--- src/rtl/crd_pair_arb.sv ---
// crd_pair_arb: round-robin arbiter that lends one shared coordinate
// hold/merge unit to NUM_REQ requesters. Each requester owns an outer (lane 0)
// and inner (lane 1) token stream. A grant is held for a whole tensor: it is
// released only once the DONE token has crossed on both lanes.

// One lane of the crossbar. It muxes the granted requester's stream onto the
// shared port and keeps a sticky per-lane "DONE seen" flag.
module crd_pair_arb_lane #(
  parameter int NUM_REQ = 4,
  parameter int DW      = 17,
  parameter int GW      = 2,
  parameter logic [DW-1:0] DONE_TOK = 17'h10100
) (
  input  logic                          clk,
  input  logic                          rst_n,
  input  logic                          clk_en,
  input  logic                          busy,
  input  logic                          clr,
  input  logic [GW-1:0]                 gid,
  input  logic [NUM_REQ-1:0][DW-1:0]    req_crd,
  input  logic [NUM_REQ-1:0]            req_valid,
  output logic [NUM_REQ-1:0]            req_ready,
  output logic [DW-1:0]                 shr_crd,
  output logic                          shr_valid,
  input  logic                          shr_ready,
  output logic                          done,
  output logic                          done_xfer
);
  logic open;

  // A lane that has already passed its DONE stalls until the other lane catches up.
  assign open      = busy & ~done;
  assign shr_crd   = busy ? req_crd[gid] : '0;
  assign shr_valid = open & req_valid[gid];
  assign done_xfer = shr_valid & shr_ready & clk_en & (shr_crd == DONE_TOK);

  // Only the granted requester ever sees ready.
  always_comb begin
    req_ready = '0;
    if (open) req_ready[gid] = shr_ready;
  end

  // Sticky end-of-stream flag, wiped whenever no tensor is in flight.
  always_ff @(posedge clk or negedge rst_n) begin
    if (!rst_n)          done <= 1'b0;
    else if (clk_en) begin
      if (clr)            done <= 1'b0;
      else if (done_xfer) done <= 1'b1;
    end
  end
endmodule

module crd_pair_arb #(
  parameter int NUM_REQ = 4,
  parameter int DW      = 17,
  parameter logic [DW-1:0] DONE_TOK = 17'h10100
) (
  input  logic                        clk,
  input  logic                        rst_n,
  input  logic                        clk_en,
  input  logic                        tile_en,
  input  logic [16*NUM_REQ-1:0]       cfg_stop_lvl,
  input  logic [DW*NUM_REQ-1:0]       req_crd_in_0,
  input  logic [NUM_REQ-1:0]          req_crd_in_0_valid,
  output logic [NUM_REQ-1:0]          req_crd_in_0_ready,
  input  logic [DW*NUM_REQ-1:0]       req_crd_in_1,
  input  logic [NUM_REQ-1:0]          req_crd_in_1_valid,
  output logic [NUM_REQ-1:0]          req_crd_in_1_ready,
  output logic [DW-1:0]               shr_crd_out_0,
  output logic                        shr_crd_out_0_valid,
  input  logic                        shr_crd_out_0_ready,
  output logic [DW-1:0]               shr_crd_out_1,
  output logic                        shr_crd_out_1_valid,
  input  logic                        shr_crd_out_1_ready,
  output logic [15:0]                 shr_stop_lvl,
  output logic [$clog2(NUM_REQ)-1:0]  grant_id,
  output logic                        grant_valid
);
  localparam int GW = $clog2(NUM_REQ);

  typedef enum logic {IDLE, BUSY} state_t;

  state_t  state_q, state_d;
  logic [GW-1:0] rr_q, rr_d, gid_q, gid_d, pick;
  logic          pick_any, busy, clr, both_done;
  logic [15:0]   stop_q;

  logic [NUM_REQ-1:0][15:0]          cfg;
  logic [1:0][NUM_REQ-1:0][DW-1:0]   crd_in;
  logic [1:0][NUM_REQ-1:0]           vld_in, rdy_out;
  logic [1:0][DW-1:0]                shr_crd;
  logic [1:0]                        shr_vld, shr_rdy, done, done_xfer;
  logic [NUM_REQ-1:0]                req_any;

  assign cfg       = cfg_stop_lvl;
  assign crd_in[0] = req_crd_in_0;
  assign crd_in[1] = req_crd_in_1;
  assign vld_in[0] = req_crd_in_0_valid;
  assign vld_in[1] = req_crd_in_1_valid;
  assign shr_rdy   = {shr_crd_out_1_ready, shr_crd_out_0_ready};
  assign req_any   = vld_in[0] | vld_in[1];

  // tile_en gates every handshake immediately, ahead of the FSM catching up.
  assign busy      = (state_q == BUSY) & tile_en;
  assign clr       = ~tile_en | (state_q == IDLE);
  assign both_done = &(done | done_xfer);

  for (genvar k = 0; k < 2; k++) begin : g_lane
    crd_pair_arb_lane #(
      .NUM_REQ(NUM_REQ), .DW(DW), .GW(GW), .DONE_TOK(DONE_TOK)
    ) u_lane (
      .clk       (clk),
      .rst_n     (rst_n),
      .clk_en    (clk_en),
      .busy      (busy),
      .clr       (clr),
      .gid       (gid_q),
      .req_crd   (crd_in[k]),
      .req_valid (vld_in[k]),
      .req_ready (rdy_out[k]),
      .shr_crd   (shr_crd[k]),
      .shr_valid (shr_vld[k]),
      .shr_ready (shr_rdy[k]),
      .done      (done[k]),
      .done_xfer (done_xfer[k])
    );
  end

  assign shr_crd_out_0       = shr_crd[0];
  assign shr_crd_out_1       = shr_crd[1];
  assign shr_crd_out_0_valid = shr_vld[0];
  assign shr_crd_out_1_valid = shr_vld[1];
  assign req_crd_in_0_ready  = rdy_out[0];
  assign req_crd_in_1_ready  = rdy_out[1];
  assign grant_id            = gid_q;
  assign grant_valid         = busy;
  assign shr_stop_lvl        = (state_q == BUSY) ? cfg[gid_q] : stop_q;

  // Round-robin pick: lowest requester at/after rr_q wins, else lowest overall.
  always_comb begin
    pick     = '0;
    pick_any = 1'b0;
    for (int r = NUM_REQ-1; r >= 0; r--)
      if (req_any[r]) begin
        pick     = GW'(r);
        pick_any = 1'b1;
      end
    for (int r = NUM_REQ-1; r >= 0; r--)
      if (req_any[r] && (r >= int'(rr_q))) pick = GW'(r);
  end

  // Next state: grant in IDLE, release after both DONEs, tile_en forces IDLE.
  always_comb begin
    state_d = state_q;
    rr_d    = rr_q;
    gid_d   = gid_q;
    if (!tile_en) state_d = IDLE;
    else begin
      case (state_q)
        IDLE: if (pick_any) begin
          state_d = BUSY;
          gid_d   = pick;
        end
        BUSY: if (both_done) begin
          state_d = IDLE;
          rr_d    = (gid_q == GW'(NUM_REQ-1)) ? '0 : gid_q + 1'b1;
        end
        default: state_d = IDLE;
      endcase
    end
  end

  // State, pointer, grant and the stop level held across IDLE periods.
  always_ff @(posedge clk or negedge rst_n) begin
    if (!rst_n) begin
      state_q <= IDLE;
      rr_q    <= '0;
      gid_q   <= '0;
      stop_q  <= '0;
    end else if (clk_en) begin
      state_q <= state_d;
      rr_q    <= rr_d;
      gid_q   <= gid_d;
      if (state_q == BUSY) stop_q <= cfg[gid_q];
    end
  end
endmodule

--- config.mk ---
export PLATFORM = sky130hd
export DESIGN_NAME = crd_pair_arb
export DESIGN_NICKNAME = d
export VERILOG_FILES = /design/src/rtl/crd_pair_arb.sv
export SDC_FILE = /design/constraint.sdc
export NUM_CORES = 1
export LEC_CHECK = 0
export CORE_AREA = 2 2 106 108
export CTS_CLUSTER_DIAMETER = 60
export DETAILED_ROUTE_END_ITERATION = 6
export DIE_AREA = 0 0 108 110
export PLACE_DENSITY = 0.82
export SYNTH_ARGS = -nofsm -noshare
export SYNTH_HDL_FRONTEND = slang
export SYNTH_SLANG_ARGS = --single-unit
--- constraint.sdc ---
create_clock -name clk -period 2.6 [get_ports clk]
set_input_delay 0.26 -clock clk [delete_from_list [all_inputs] [get_ports clk]]
set_output_delay 0.26 -clock clk [all_outputs]
set_load 0.02 [all_outputs]
; ---- Yosys cells after proc, flatten, opt, wreduce, memory -nomap -nowiden
; Cells that the tools add are included.
; W data, S select, Z words.
[totals]
reg_bits = 23
latch_bits = 0
ramBits = 0
mem_bits_ro = 0
inputBits = 214
output_inout_bits = 63
word_cells = 83
mem_count = 0
[classes]
addsub = 1
n_mul = 0
div_mod_pow = 0
magnitude_cmp = 5
eq_ne = 3
n_shift = 0
n_mux = 37
bitwise = 20
reduce_logical = 11
[op_table]
columns = cell, count
row1 = $bmux W17 S2, 2
row2 = $mux W17, 4
row3 = $eq A17 B17 Y1 const B, 2
row4 = $bmux W16 S2, 1
row5 = $mux W16, 2
row6 = $mux W2, 8
row7 = $mux W1, 14
row8 = $and A1 B1 Y1, 11
row9 = $and A4 B4 Y4, 2
row10 = $mux W4, 2
row11 = $reduce_and A2 Y1, 3
row12 = $reduce_and A5 Y1, 1
row13 = $bmux W1 S2, 2
row14 = $ge A1 B2 Y1 const A, 2
row15 = $logic_and A1 B1 Y1, 4
row16 = $not A1 Y1, 4
row17 = $or A4 B4 Y4, 1
row18 = $reduce_and A4 Y1, 1
row19 = $reduce_bool A2 Y1, 2
row20 = $lt A2 B3 Y1 const B, 1
row21 = $add A2 B1 Y2 const B, 1
row22 = $demux W1 S2, 1
row23 = $eq A2 B2 Y1 const B, 1
row24 = $ge A2 B1 Y1 const B, 1
row25 = other kinds (4), 4

; ---- Longest topological paths before layout
[depth]
word_depth = 11
mapped_depth = 10
depth_no_buf = 6

; ---- By module
; Synthesis repeated with hierarchy kept, for this count alone.
[hier_totals]
cells_unflattened = 236
hier_area_um2 = 2987.9
[by_module_without_submodules]
columns = module, instances, cells_each, area_each_um2, seq_area_each_um2
row1 = crd_pair_arb, 1, 110, 1521.5, 525.5
row2 = crd_pair_arb_lane, 2, 63, 733.2, 25.0

; ---- Least setup slack after synthesis
; OpenSTA, ideal clock, no wires.
[synth_timing]
path_type = register -> register
from = register gid_q[0], in the netlist grant_id[0]
to = register stop_q[7]
setup_ps = 125
arrival_ps = 2858
required_time_ps = 2475
slack_ps = -382
path_stages_with_launch = 9
n_path_buf = 5
synth_period_minus_slack_ps = 2982
path_cell_list = dfrtp_1 -> buf_6 -> buf_6 -> buf_2 -> buf_2 -> buf_2 -> mux4_2 -> mux2_2 -> mux2_2
[synth_between]
elab_chain_cells = 3
[synth_lines]
columns = item, line
row1 = start: declaration, 84  ; logic [GW-1:0] rr_q, rr_d, gid_q, gid_d, pick;
row2 = start signal: assignment, 183  ; gid_q <= gid_d;
row3 = $bmux W16 S2, n/a
row4 = $mux W16 (2 in a row), n/a
row5 = named net shr_stop_lvl[7], 75  ; output logic [15:0] shr_stop_lvl,
row6 = end signal: assignment, 184  ; if (state_q == BUSY) stop_q <= cfg[gid_q];
row7 = end: declaration, 86  ; logic [15:0] stop_q;
; The timed path passes the listed nets, and every way through them passes these cells. The select of a mux whose other input is x is not followed.
; A chain may end at the register's enable or synchronous reset.

; ---- Worst setup path after layout
[layout_timing]
from = register gid_q[0], in the netlist grant_id[0]
to = register rr_q[0]
[layout_between]
elab_chain_cells = 8
elab_cells_between_ends = 25
cone_classes = add/sub (1) / eq/ne (3) / mux (11) / bitwise (9) / reduce/logical (1)
[layout_lines]
columns = item, line
row1 = branches (longest 8 deep; another with $bmux W17 S2), n/a
row2 = end signal: assignment, 182  ; rr_q <= rr_d;
row3 = end: declaration, 84
; Parallel ways; which one is timed is not known. The select of a mux whose other input is x is not followed.

==> qor.yml <==
syn_to_final_growth_pct: 110
grt_setup_unrepaired: "yes"
timing.critical_path.slowest_cell_delay_ps: 590
first_global_vias: 3762
run_status: "finished, violations left"
internal-power_mw: 1.50
postCtsHoldBufs: 0
io_pins: 277
mappedNetlistArea_um2: 2940
timing.critical_path.slowest_stage_cell: "sky130_fd_sc_hd__or4_1"
slew_headroom: 0.465
first_pass_grt_wire_length_mm: 20.7
number_of_antenna_violations_at_the_first_check_in_global_routing: 0
clock_tree.htree_level_count: 1
placement.io_buffers: 276
dieArea_um2: 11900
die-width_um: 108
die-height_um: 110
finalCriticalPeriod_ps: 2730
synth_fp_nets: 451
place_area_um2: 6020
leakage_nw: 2.51
routed_wirelength_mm: 14.1
initial_utilization: 0.275
finalPower_mw: 2.34
timing.final.crit_share: 1.05
power_density_nw_per_um2: 379
timing.critical_path.cells: "buf_4 > mux4_2 > or4_1 > o21ai_4 > a41oi_2 > nor4_4 > mux2_1"
vdd_ir_drop_max_mv: 0.275
crit_type: "flop to flop"
yosys_most_used_dff: "sky130_fd_sc_hd__dfrtp_1"
grtUsageTotal: 0.229
drt.antenna.violating_nets: 0
clock_root_buffer_master: "sky130_fd_sc_hd__clkbuf_8"
drt_iter0_markers: 117
globalRouteOverflowTotal: 0
clock-sinks: 23
placementRows: 38
critPathRequiredTime_ps: 2750
final_design_area_no_fill_um2: 6170
ys_async_sr_fraction: 1.00
critical_path.max_fanout: 6
ff2ff_setup_slack_ps: -130
routed-via-count: 3406
critical_path.startpoint_type: "flop"
synth-edff-count: 0
count_of_maximum_capacitance_violations: 0
number_of_buffers_and_inverters_on_the_critical_path: 1
cp_top_family: "multiplexers"
synth_unique_cells: 41
r2r_start: "grant_id[0]"
synth_area_per_cell_um2: 12.6
clockPowerShare: 0.098
cts_buffer_depth: 2
cts_tree: "done"
finalMaxSlewViolations: 0
core_um2: 10700
synth_area_leader_cell: "sky130_fd_sc_hd__mux4_2"
routedWlPerCell_um: 21.0
yosys.area.top_type_share: 0.345
setup-violations-final: 3
share_seq_of_total_power: 0.227
finalWorstSetupSlack_ps: -130
final_hold_violation_count: 0
hold_slack_ps: 449
cts_made_buffers: 3
dr.pass1.iters: 4
dp_hpwl_mm: 11.8
layout.nets: 749
layout_cells_sized_above_1: 0.281
seq_area_frac_synth: 0.196
max_freq_mhz: 366
worstReg2RegEnd: "rr_q[0]"
synth.area.top_cells: "sky130_fd_sc_hd__mux4_2 35%, sky130_fd_sc_hd__dfrtp_1 20%, sky130_fd_sc_hd__mux2_2 12%"
antenna_cells_inserted: 0
gp_congestion: 0.955
synth_warnings: 0
cp-end-kind: "flop"
min_path_type: "input port to asynchronous set/reset pin"
clock_latency_ps: 270
worst_ep_arrival_time_ps: 2880
post_drt_via_cell_ratio: 5.08
power.share.combinational: 0.675
post_synth_inst_count: 233
clkSlewWorstSetupHoldPaths_ps: 90
grt_start_max_net_pins: 36
swShare: 0.356
postSynthRegisterBits: 23
post-route-drc-count: 0
total_switching_power_mw: 0.833
violations_in_the_final_reports: "setup timing"
rr_worst_depth: 7
clock_skews_ps: 3.83
max_slew.worst_pin.slew_ps: 800
[logic make-up after synthesis]
kind of cell    Yosys count  synth area share
buf+inv                  24            0.0422
simple gates             75             0.162
flops                    23             0.196
compound gates           20            0.0464
fa+ha+maj                 4            0.0170
mux                      87             0.536
[power groups by stage]
stage | sequential, mW | clock, mW | combinational (mW)
6_report | 0.530 | 0.228 | 1.58
5_1_grt | 0.545 | 0.254 | 1.68
4_1_cts | 0.534 | 0.242 | 1.59
3_5_place_dp | 0.543 | 0 | 1.60
3_3_place_gp | 0.531 | 0 | 1.57
2_1_floorplan | 0.512 | 0 | 0.841
[timing repair]
action	4_1_cts	5_1_grt
setup endpoints to repair	39	29
setup buffers	3	9
resized for setup	40	40
gates cloned	1	0
[worst reg2reg max path, delay by kind of cell (launching register included)]
kind | cells | cell delay [ps]
flops | 1 | 490
simple gates | 2 | 790
compound gates | 2 | 330
buf+inv | 1 | 150
mux | 2 | 850
[Yosys cell counts, types with 2 or more instances]
master                     count
sky130_fd_sc_hd__buf_2         6
sky130_fd_sc_hd__mux4_2       45
sky130_fd_sc_hd__mux2_1        2
sky130_fd_sc_hd__mux4_1        6
sky130_fd_sc_hd__mux2i_1       2
sky130_fd_sc_hd__and2_1       41
sky130_fd_sc_hd__buf_6         3
sky130_fd_sc_hd__nand3b_1      2
sky130_fd_sc_hd__nor3_1        4
sky130_fd_sc_hd__dfrtp_1      23
sky130_fd_sc_hd__o22ai_1       2
sky130_fd_sc_hd__nand2_1       4
sky130_fd_sc_hd__ha_1          4
sky130_fd_sc_hd__mux2_2       32
sky130_fd_sc_hd__and4b_1       2
sky130_fd_sc_hd__a21oi_1       3
sky130_fd_sc_hd__nor3b_1       3
sky130_fd_sc_hd__clkbuf_1     10
sky130_fd_sc_hd__or4_1         2
sky130_fd_sc_hd__o21ai_0       4
sky130_fd_sc_hd__o21ai_1       2
sky130_fd_sc_hd__nor2_1        7
sky130_fd_sc_hd__inv_1         4
sky130_fd_sc_hd__nor4_1        3
[cell type report]
type,instances,area (um^2)
Tap cell,140,175
Timing Repair Buffer,313,3060
Clock inverter,1,5.00
Inverter,4,15.0
Fill cell,880,4530
Multi-Input combinational cell,186,2290
Clock buffer,3,41.3
Sequential cell,23,581
[sequential cells by signal (all words and copies together), names as in the netlist]
name / flops
g_lane.u_lane.done: 2
grant_id: 2
rr_q: 2
state_q: 1
stop_q: 16
[routing by layer]
metal  GRT usage  part of all wire  vias up
met1       0.235              0.34     1660
met5           0                 0        -
met3      0.0688              0.10       20
li1            -                 -     1535
met4      0.0604             0.022        0
met2       0.451              0.54      191
[how the worst max path moves through the flow]
stage	start	end	slack [ps]	cells after the start
2_1_floorplan	grant_id[0]	rr_q[0]	-30	8
3_3_place_gp	req_crd_in_0[20]	rr_q[1]	-180	7
3_5_place_dp	grant_id[0]	rr_q[0]	-240	8
4_1_cts	grant_id[0]	rr_q[0]	-150	7
5_1_grt	grant_id[0]	rr_q[0]	-240	7
6_report	grant_id[0]	rr_q[0]	-130	7
[through the flow]
stage,worst slack (ps),utilization,setup TNS [ps],cells
finish,-130,0.576,-307,670
global route,-244,0.576,-690,670
CTS,-147,0.571,-339,661
detailed placement,-241,0.563,-2270,653
global placement,-181,0.563,-1920,653
floorplan,-28.4,-,-56.8,233
[cells in the final DEF, fill, tap and decap left out, types with 2 or more instances in the layout]
cell	synthesis	final
sky130_fd_sc_hd__clkbuf_8	0	3
sky130_fd_sc_hd__nor2_1	7	7
sky130_fd_sc_hd__ha_1	4	4
sky130_fd_sc_hd__mux2i_1	2	2
sky130_fd_sc_hd__and4b_1	2	2
sky130_fd_sc_hd__nor4_4	1	2
sky130_fd_sc_hd__a21oi_1	3	3
sky130_fd_sc_hd__and2_1	41	41
sky130_fd_sc_hd__o21ai_0	4	4
sky130_fd_sc_hd__nand3b_1	2	2
sky130_fd_sc_hd__dfrtp_1	23	21
sky130_fd_sc_hd__nor3b_1	3	3
sky130_fd_sc_hd__nand2_1	4	4
sky130_fd_sc_hd__dlygate4sd2_1	0	15
sky130_fd_sc_hd__inv_1	4	4
sky130_fd_sc_hd__mux4_2	45	49
sky130_fd_sc_hd__clkdlybuf4s50_1	0	236
sky130_fd_sc_hd__buf_4	1	31
sky130_fd_sc_hd__mux2_2	32	32
sky130_fd_sc_hd__clkbuf_2	0	13
sky130_fd_sc_hd__a41oi_2	1	2
sky130_fd_sc_hd__nor3_1	4	2
sky130_fd_sc_hd__mux2_1	2	2
sky130_fd_sc_hd__buf_6	3	2
sky130_fd_sc_hd__nor3_2	0	2
sky130_fd_sc_hd__o22ai_1	2	2
sky130_fd_sc_hd__mux4_1	6	2
sky130_fd_sc_hd__buf_12	0	4
sky130_fd_sc_hd__dlymetal6s2s_1	0	11
Power figures use the tool's default switching activity.
